`config.mk`:
```
export PLATFORM = sky130hd
export DESIGN_NAME = soc_wb2bb_bridge
export DESIGN_NICKNAME = d
export VERILOG_FILES = /design/src/rtl/soc_wb2bb_pkg.sv /design/src/rtl/soc_wb_burst_addr.sv /design/src/rtl/soc_wb2bb_bridge.sv
export SDC_FILE = /design/constraint.sdc
export NUM_CORES = 1
export LEC_CHECK = 0
export BUFFER_PORTS_ARGS = -buffer_cell sky130_fd_sc_hd__clkbuf_2
export CORE_MARGIN = 2
export CORE_UTILIZATION = 50
export DETAILED_ROUTE_END_ITERATION = 16
export PLACE_DENSITY = 0.8
export SLEW_MARGIN = 30
export SYNTH_ARGS = -nofsm -noshare
export SYNTH_HDL_FRONTEND = slang
export SYNTH_SLANG_ARGS = --single-unit
```
`constraint.sdc`:
```
create_clock -name bb_clk_i -period 6.3 [get_ports bb_clk_i]
set_input_delay 1.89 -clock bb_clk_i [delete_from_list [all_inputs] [get_ports bb_clk_i]]
set_output_delay 1.89 -clock bb_clk_i [all_outputs]
set_load 0.01 [all_outputs]
```
`src/rtl/soc_wb2bb_pkg.sv`:
```
// Shared types and constants for the Wishbone-to-BB bridge.
// Also provides the burst wrap-mask helper.
package soc_wb2bb_pkg;

  typedef enum logic [2:0] {
    ST_IDLE,
    ST_READ,
    ST_RMW_MERGE,
    ST_RMW_WRITE,
    ST_BURST,
    ST_RESP
  } state_t;

  localparam logic [2:0] CTI_CLASSIC = 3'b000;
  localparam logic [2:0] CTI_INCR    = 3'b010;
  localparam logic [2:0] CTI_EOB     = 3'b111;

  localparam logic [1:0] BTE_LINEAR = 2'b00;
  localparam logic [1:0] BTE_WRAP4  = 2'b01;
  localparam logic [1:0] BTE_WRAP8  = 2'b10;
  localparam logic [1:0] BTE_WRAP16 = 2'b11;

  // Address bits that advance during a burst; bits outside the mask stay fixed.
  function automatic logic [31:0] wrap_mask(input logic [1:0] bte, input int sw);
    case (bte)
      BTE_WRAP4:  return 32'(4 * sw - 1);
      BTE_WRAP8:  return 32'(8 * sw - 1);
      BTE_WRAP16: return 32'(16 * sw - 1);
      default:    return '1;
    endcase
  endfunction

endpackage

```
`src/rtl/soc_wb_burst_addr.sv`:
```
// Next-beat address generator for linear and wrapping read bursts.
// Only built when SOC_WB2BB_BURST_EN is defined.
`ifdef SOC_WB2BB_BURST_EN
module soc_wb_burst_addr
  import soc_wb2bb_pkg::*;
#(
  parameter int AW = 16,
  parameter int SW = 4
) (
  input  logic [AW-1:0] cur_addr,
  input  logic [1:0]    bte,
  output logic [AW-1:0] next_addr
);

  logic [AW-1:0] mask;
  logic [AW-1:0] incr;

  always_comb begin
    mask      = AW'(wrap_mask(bte, SW));
    incr      = cur_addr + AW'(SW);
    next_addr = (cur_addr & ~mask) | (incr & mask);
  end

endmodule
`endif

```
`src/rtl/soc_wb2bb_bridge.sv`:
```
// Wishbone B3 slave to single-port BB SRAM master with byte-select RMW.
// Define SOC_WB2BB_BURST_EN to enable incrementing/wrapping read bursts.
module soc_wb2bb_bridge
  import soc_wb2bb_pkg::*;
#(
  parameter  int AW      = 16,
  parameter  int DW      = 32,
  localparam int SW      = DW / 8,
  localparam int BYTE_AW = SW >> 1
) (
  input  logic          bb_clk_i,
  input  logic          bb_rst_i,
  input  logic [AW-1:0] wb_adr_i,
  input  logic [DW-1:0] wb_dat_i,
  input  logic [SW-1:0] wb_sel_i,
  input  logic          wb_we_i,
  input  logic          wb_cyc_i,
  input  logic          wb_stb_i,
  input  logic [2:0]    wb_cti_i,
  input  logic [1:0]    wb_bte_i,
  output logic [DW-1:0] wb_dat_o,
  output logic          wb_ack_o,
  output logic          wb_err_o,
  output logic [AW-1:0] bb_addr_o,
  output logic [DW-1:0] bb_din_o,
  output logic          bb_en_o,
  output logic          bb_we_o,
  input  logic [DW-1:0] bb_dout_i
);

  localparam logic [AW-1:0] ALIGN_MASK = AW'((1 << BYTE_AW) - 1);

  state_t        state_q, state_d;
  logic          ack_d, err_d;
  logic [DW-1:0] dat_d;
  logic          bb_en, bb_we;
  logic [AW-1:0] addr_q;
  logic [DW-1:0] wdata_q, merge_q, merged;
  logic [SW-1:0] sel_q;
  logic          cyc_lost_q;
  logic          req, bad_req;

  // A still-visible ack/err means the master has not yet retired the last beat.
  assign req     = wb_cyc_i & wb_stb_i & ~wb_ack_o & ~wb_err_o;
  assign bad_req = (|(wb_adr_i & ALIGN_MASK)) | (wb_we_i & ~(|wb_sel_i));

`ifdef SOC_WB2BB_BURST_EN
  logic [1:0]    bte_q;
  logic [AW-1:0] next_addr;
  logic          eob;

  assign eob = wb_stb_i & (wb_cti_i == CTI_EOB);

  soc_wb_burst_addr #(.AW(AW), .SW(SW)) u_burst_addr (
    .cur_addr  (addr_q),
    .bte       (bte_q),
    .next_addr (next_addr)
  );
`else
  logic unused_burst;
  assign unused_burst = ^{wb_cti_i, wb_bte_i};
`endif

  always_comb begin
    merged = '0;
    for (int b = 0; b < SW; b++)
      merged[8*b +: 8] = sel_q[b] ? wdata_q[8*b +: 8] : bb_dout_i[8*b +: 8];
  end

  always_comb begin
    // NOTE: every output of this block is assigned a default first so no path infers a latch.
    state_d   = state_q;
    ack_d     = 1'b0;
    err_d     = 1'b0;
    dat_d     = wb_dat_o;
    bb_en     = 1'b0;
    bb_we     = 1'b0;
    bb_addr_o = addr_q;
    bb_din_o  = merge_q;

    case (state_q)
      ST_IDLE: begin
        if (req) begin
          bb_addr_o = wb_adr_i;
          bb_din_o  = wb_dat_i;
          if (bad_req) begin
            err_d   = 1'b1;
            state_d = ST_RESP;
          end else if (wb_we_i && (&wb_sel_i)) begin
            bb_en   = 1'b1;
            bb_we   = 1'b1;
            ack_d   = 1'b1;
            state_d = ST_RESP;
          end else if (wb_we_i) begin
            bb_en   = 1'b1;
            state_d = ST_RMW_MERGE;
          end else begin
            bb_en   = 1'b1;
`ifdef SOC_WB2BB_BURST_EN
            state_d = (wb_cti_i == CTI_INCR) ? ST_BURST : ST_READ;
`else
            state_d = ST_READ;
`endif
          end
        end
      end
      ST_READ: begin
        dat_d   = bb_dout_i;
        ack_d   = wb_cyc_i;
        state_d = ST_RESP;
      end
      ST_RMW_MERGE: state_d = ST_RMW_WRITE;
      ST_RMW_WRITE: begin
        // The write always lands so memory never holds a half-merged word.
        bb_en   = 1'b1;
        bb_we   = 1'b1;
        ack_d   = wb_cyc_i & ~cyc_lost_q;
        state_d = ST_RESP;
      end
`ifdef SOC_WB2BB_BURST_EN
      ST_BURST: begin
        if (!wb_cyc_i) begin
          state_d = ST_IDLE;
        end else if (wb_stb_i) begin
          dat_d = bb_dout_i;
          ack_d = 1'b1;
          if (eob) begin
            state_d = ST_IDLE;
          end else begin
            bb_en     = 1'b1;
            bb_addr_o = next_addr;
          end
        end else begin
          bb_en = 1'b1;
        end
      end
`endif
      ST_RESP: state_d = ST_IDLE;
      default: state_d = ST_IDLE;
    endcase
  end

  assign bb_en_o = bb_en & ~bb_rst_i;
  assign bb_we_o = bb_we & ~bb_rst_i;

  always_ff @(posedge bb_clk_i) begin
    if (bb_rst_i) begin
      state_q  <= ST_IDLE;
      wb_ack_o <= 1'b0;
      wb_err_o <= 1'b0;
      wb_dat_o <= '0;
    end else begin
      state_q  <= state_d;
      wb_ack_o <= ack_d;
      wb_err_o <= err_d;
      wb_dat_o <= dat_d;
    end
  end

  // NOTE: transfer context is left unreset; it is always reloaded in IDLE before use.
  always_ff @(posedge bb_clk_i) begin
    case (state_q)
      ST_IDLE: begin
        addr_q     <= wb_adr_i;
        wdata_q    <= wb_dat_i;
        sel_q      <= wb_sel_i;
        cyc_lost_q <= 1'b0;
`ifdef SOC_WB2BB_BURST_EN
        bte_q      <= wb_bte_i;
`endif
      end
      ST_RMW_MERGE: begin
        merge_q    <= merged;
        cyc_lost_q <= ~wb_cyc_i;
      end
`ifdef SOC_WB2BB_BURST_EN
      ST_BURST: if (bb_en) addr_q <= bb_addr_o;
`endif
      default: ;
    endcase
  end

endmodule

```
==> flow_results.org <==
** Routing
- Routed wire per std cell :: 16.8 um
- Detailed Route Iter0 Violations :: 147
- DRT antenna net count :: 0
- Vias per cell :: 5.19
- Vias :: 3510
- After detailed routing, the total wire length is 11400 um.
- Residual DRC count :: 0
- Before antenna repair, the detailed router went through 4 iterations.

** Clock tree
- TritonCTS built the clock tree.
- Maximum clock insertion buffer count :: 2
- Buffers added to address setup during post-CTS repair amount to 0.
- Post-cts gate resize count :: 0
- The clock net in this run drives a total of 122 sinks.
- After clock tree synthesis, the clock-pin slew on the worst setup and hold paths is 50 ps.
- The H-tree was split into 4 levels.
- Counting the buffers created by CTS gives 17.
- Quantity of hold-fixing buffers added after cts :: 0
- Clock latency on the worst-skew pair, taken at its later pin, is 510 ps.
- Root buffer cell :: sky130_fd_sc_hd__clkbuf_8

** Floorplan
- Initial core utilization :: 0.515
- Overall die area :: 10900 um^2
- In this run the standard cell core region covers 9770 um^2.
- Die height :: 104 um
- Die span in x :: 104 um
- 178 I/O pins were placed.
- In this run the core area contains 36 standard-cell rows.

** Synthesis
- XOR/XNOR Fraction of Synth Area :: 0
- Post-synthesis net count :: 450
- Total standard cell area after synthesis :: 5040 um^2
- Largest area contributor in the netlist :: sky130_fd_sc_hd__edfxtp_1
- Post-Synth Simple-Gate Area :: 0.0810
- Share of synthesized cell area in full adder, half adder and majority cells :: 0
- Yosys warns :: 0
- The number of different library cells used by synthesis comes to 32.
- For this run, the register share of the synthesized area comes to 0.654.
- By area, the combinational part of the netlist is dominated by multiplexers.
- The synthesized design contains 122 register bits.
- Mean cell area of the mapped netlist :: 14.1 um^2
- Syn Inst Count :: 356
- The portion of synthesized area spent on multiplexers is 0.194.
- In the post-synthesis netlist, the biggest area contributors are sky130_fd_sc_hd__edfxtp_1 51%, sky130_fd_sc_hd__dfxtp_1 15%, sky130_fd_sc_hd__mux2_2 13%.
- Complex-gate fraction of the synthesized area :: 0.0460
- Area share of the largest cell type after synthesis :: 0.507

** Place
- Instance area at placement :: 6000 um^2
- The wire-length estimate of the detail-placed layout is 7800 um.
- Final weighted congestion in routability-driven placement :: 0.893
- Port Buf Inserts :: 172

** Final layout
- Compared with the post-synthesis result, the final layout area differs by 29.6%.
- Count of fill cells added during filler insertion :: 777
- Final instance area :: 6530 um^2
- Fraction of layout cells with a size suffix above 1 :: 0.538
- Net count reported at finish :: 624
- The number of antenna diodes in the final layout is 0.

** Power
- Cell leakage power :: 2.73 nW
- Across the VDD grid, the largest voltage drop is 167 uV.
- Power spread over the standard cell area amounts to 318 nW/um^2.

** STA
- Of the available clock period, the critical path in the final layout requires 0.815.
- Final Critical Period :: 5140 ps
- Derived from the worst setup path, the maximum achievable clock frequency is 0.195 GHz.
- The number of endpoints with negative hold slack in the final report came to 0.
- The number of max-slew violations in the final report came to 0.
- For the pin with the worst max-slew slack, the measured transition is 780 ps.
- Setup repair after global routing left no endpoint under its margin.
- Skew final :: 6.81 ps
- Headroom to the max-slew limit came out at 0.480.
- Final setup vio count :: 0
- Setup TNS :: 0 ps

** Critical path
- STA classifies the critical path startpoint as an input port.
- Worst-path maximum fanout :: 26
- Walking the worst path, the cells encountered are clkbuf_2 > and4bb_2 > nand2_2 > buf_4 > mux2_2 > clkbuf_2.
- For this run, the slowest stage of the critical path takes 390 ps.
- The cell that appears most often on the critical path is sky130_fd_sc_hd__clkbuf_2.
- Data arrives at the worst endpoint at 3250 ps.
- For this design, the slowest cell found on the critical path is sky130_fd_sc_hd__mux2_2.
- CP Capture Type :: output port
- The critical path is of the input port to output port type.
- Required time of the critical path :: 4410 ps

** Global routing
- Antenna violations before repair :: 0
- Pin count of the biggest net entering global routing :: 55
- The first global-routing pass estimated 18400 um of wire.
- Summed over all layers, the global routing overflow is 0.
- Via count of the first global-routing pass :: 3608
- In the global route stage, overall resource usage came out at 0.218.

** Flow run
- The tool flagged a number of max-cap violations equal to 0.

** Worst hold path
- Hold WC Path Type :: register to register

** Outcome
- The run finished with clean final reports.
==> through the flow <==
| step | total power, W | cells | hold slack (ps) | setup slack [ps] | utilization |
|---|---|---|---|---|---|
| after global placement | 0.00122 | 644 | 441 | 1160 | 0.613 |
| after floorplan | 0.00113 | 356 | 481 | 1490 | - |
| final | 0.00207 | 676 | 452 | 1160 | 0.668 |
| after detailed placement | 0.00124 | 644 | 449 | 1160 | 0.613 |
| after CTS | 0.00210 | 676 | 456 | 1160 | 0.668 |
| after global routing | 0.00217 | 676 | 471 | 1080 | 0.668 |
==> cell usage after synthesis <==
cell	n
sky130_fd_sc_hd__nor2_1	4
sky130_fd_sc_hd__nand4bb_1	1
sky130_fd_sc_hd__nor4_1	2
sky130_fd_sc_hd__a211oi_1	2
sky130_fd_sc_hd__inv_1	1
sky130_fd_sc_hd__nand2_2	1
sky130_fd_sc_hd__nor3b_2	1
sky130_fd_sc_hd__o31ai_1	1
sky130_fd_sc_hd__or2_2	1
sky130_fd_sc_hd__a32o_1	1
sky130_fd_sc_hd__and4bb_2	1
sky130_fd_sc_hd__dfxtp_1	37
sky130_fd_sc_hd__nand4_1	2
sky130_fd_sc_hd__a2111oi_0	1
sky130_fd_sc_hd__nor2b_1	2
sky130_fd_sc_hd__a21oi_1	35
sky130_fd_sc_hd__or3b_2	1
sky130_fd_sc_hd__mux2_2	60
sky130_fd_sc_hd__edfxtp_1	85
sky130_fd_sc_hd__buf_6	4
sky130_fd_sc_hd__clkbuf_1	13
sky130_fd_sc_hd__a31oi_1	1
sky130_fd_sc_hd__nor3_4	1
sky130_fd_sc_hd__buf_2	6
sky130_fd_sc_hd__nor3_1	1
sky130_fd_sc_hd__and3_1	1
sky130_fd_sc_hd__nand2b_1	1
sky130_fd_sc_hd__mux2_4	20
sky130_fd_sc_hd__a221oi_1	1
sky130_fd_sc_hd__nor3b_1	1
sky130_fd_sc_hd__and4_1	1
sky130_fd_sc_hd__nand2_1	66
==> final cells by class <==
class	instances	area, um^2	share of cell area
clock buffers	23	457	0.0700
inverters	1	3.75	0.000575
flip-flops and latches	122	3290	0.505
clock inverters	9	73.8	0.0113
well taps	133	166	0.0255
repair buffers	178	906	0.139
multi-input cells	210	1630	0.249
==> power by group <==
part           internal (W)  switching [W]
Clock              0.000538       0.000318
Combinational      0.000125       0.000130
Sequential         0.000933      0.0000302
==> worst max-delay path: cells and delay by family <==
kind,cells,cell delay [ps]
buf+inv,3,590
mux,1,390
simple gates,2,370
==> worst paths after layout <==
check	startpoint	endpoint	slack, ps	cells past startpoint
worst max-delay path	wb_cyc_i	bb_din_o[3]	1160	6
worst min-delay path	wb_dat_o[31]$_SDFFE_PP0N_	wb_dat_o[31]$_SDFFE_PP0N_	450	2
worst max register to register	state_q[0]$_SDFFE_PP0P_	wb_dat_o[10]$_SDFFE_PP0N_	4390	4
worst min register to register	wb_dat_o[31]$_SDFFE_PP0N_	wb_dat_o[31]$_SDFFE_PP0N_	450	2
==> cell families (layout without fill, tap and decap cells) <==
family	count (synthesis)	after routing
AOI/OAI and AO/OA	42	42
buffers and inverters	24	211
DFF	122	122
muxes	80	80
and+or+nand+nor	88	88
==> registers in the layout (all words and copies together), names as in the netlist <==
signal / cells
wb_ack_o: 1
wdata_q: 32
addr_q: 16
wb_err_o: 1
merge_q: 32
sel_q: 4
wb_dat_o: 32
state_q: 3
cyc_lost_q: 1
==> cells in the final DEF (no fill, tap or decap), drive strengths merged, types with 4 or more instances in the layout <==
master,netlist,routed
buf,10,6
edfxtp,85,85
dfxtp,37,37
clkinv,0,6
clkbuf,13,195
nand2,67,67
a21oi,35,35
nor2,4,4
mux2,80,80
==> metal layers <==
| layer | GRT usage | up-vias | part of all wire |
|---|---|---|---|
| met5 | 0 | - | 0 |
| met4 | 0.0753 | 0 | 0.013 |
| met3 | 0.0670 | 13 | 0.067 |
| met2 | 0.366 | 141 | 0.50 |
| met1 | 0.267 | 1692 | 0.42 |
| li1 | - | 1664 | - |
(Power assumes the default switching activity.)
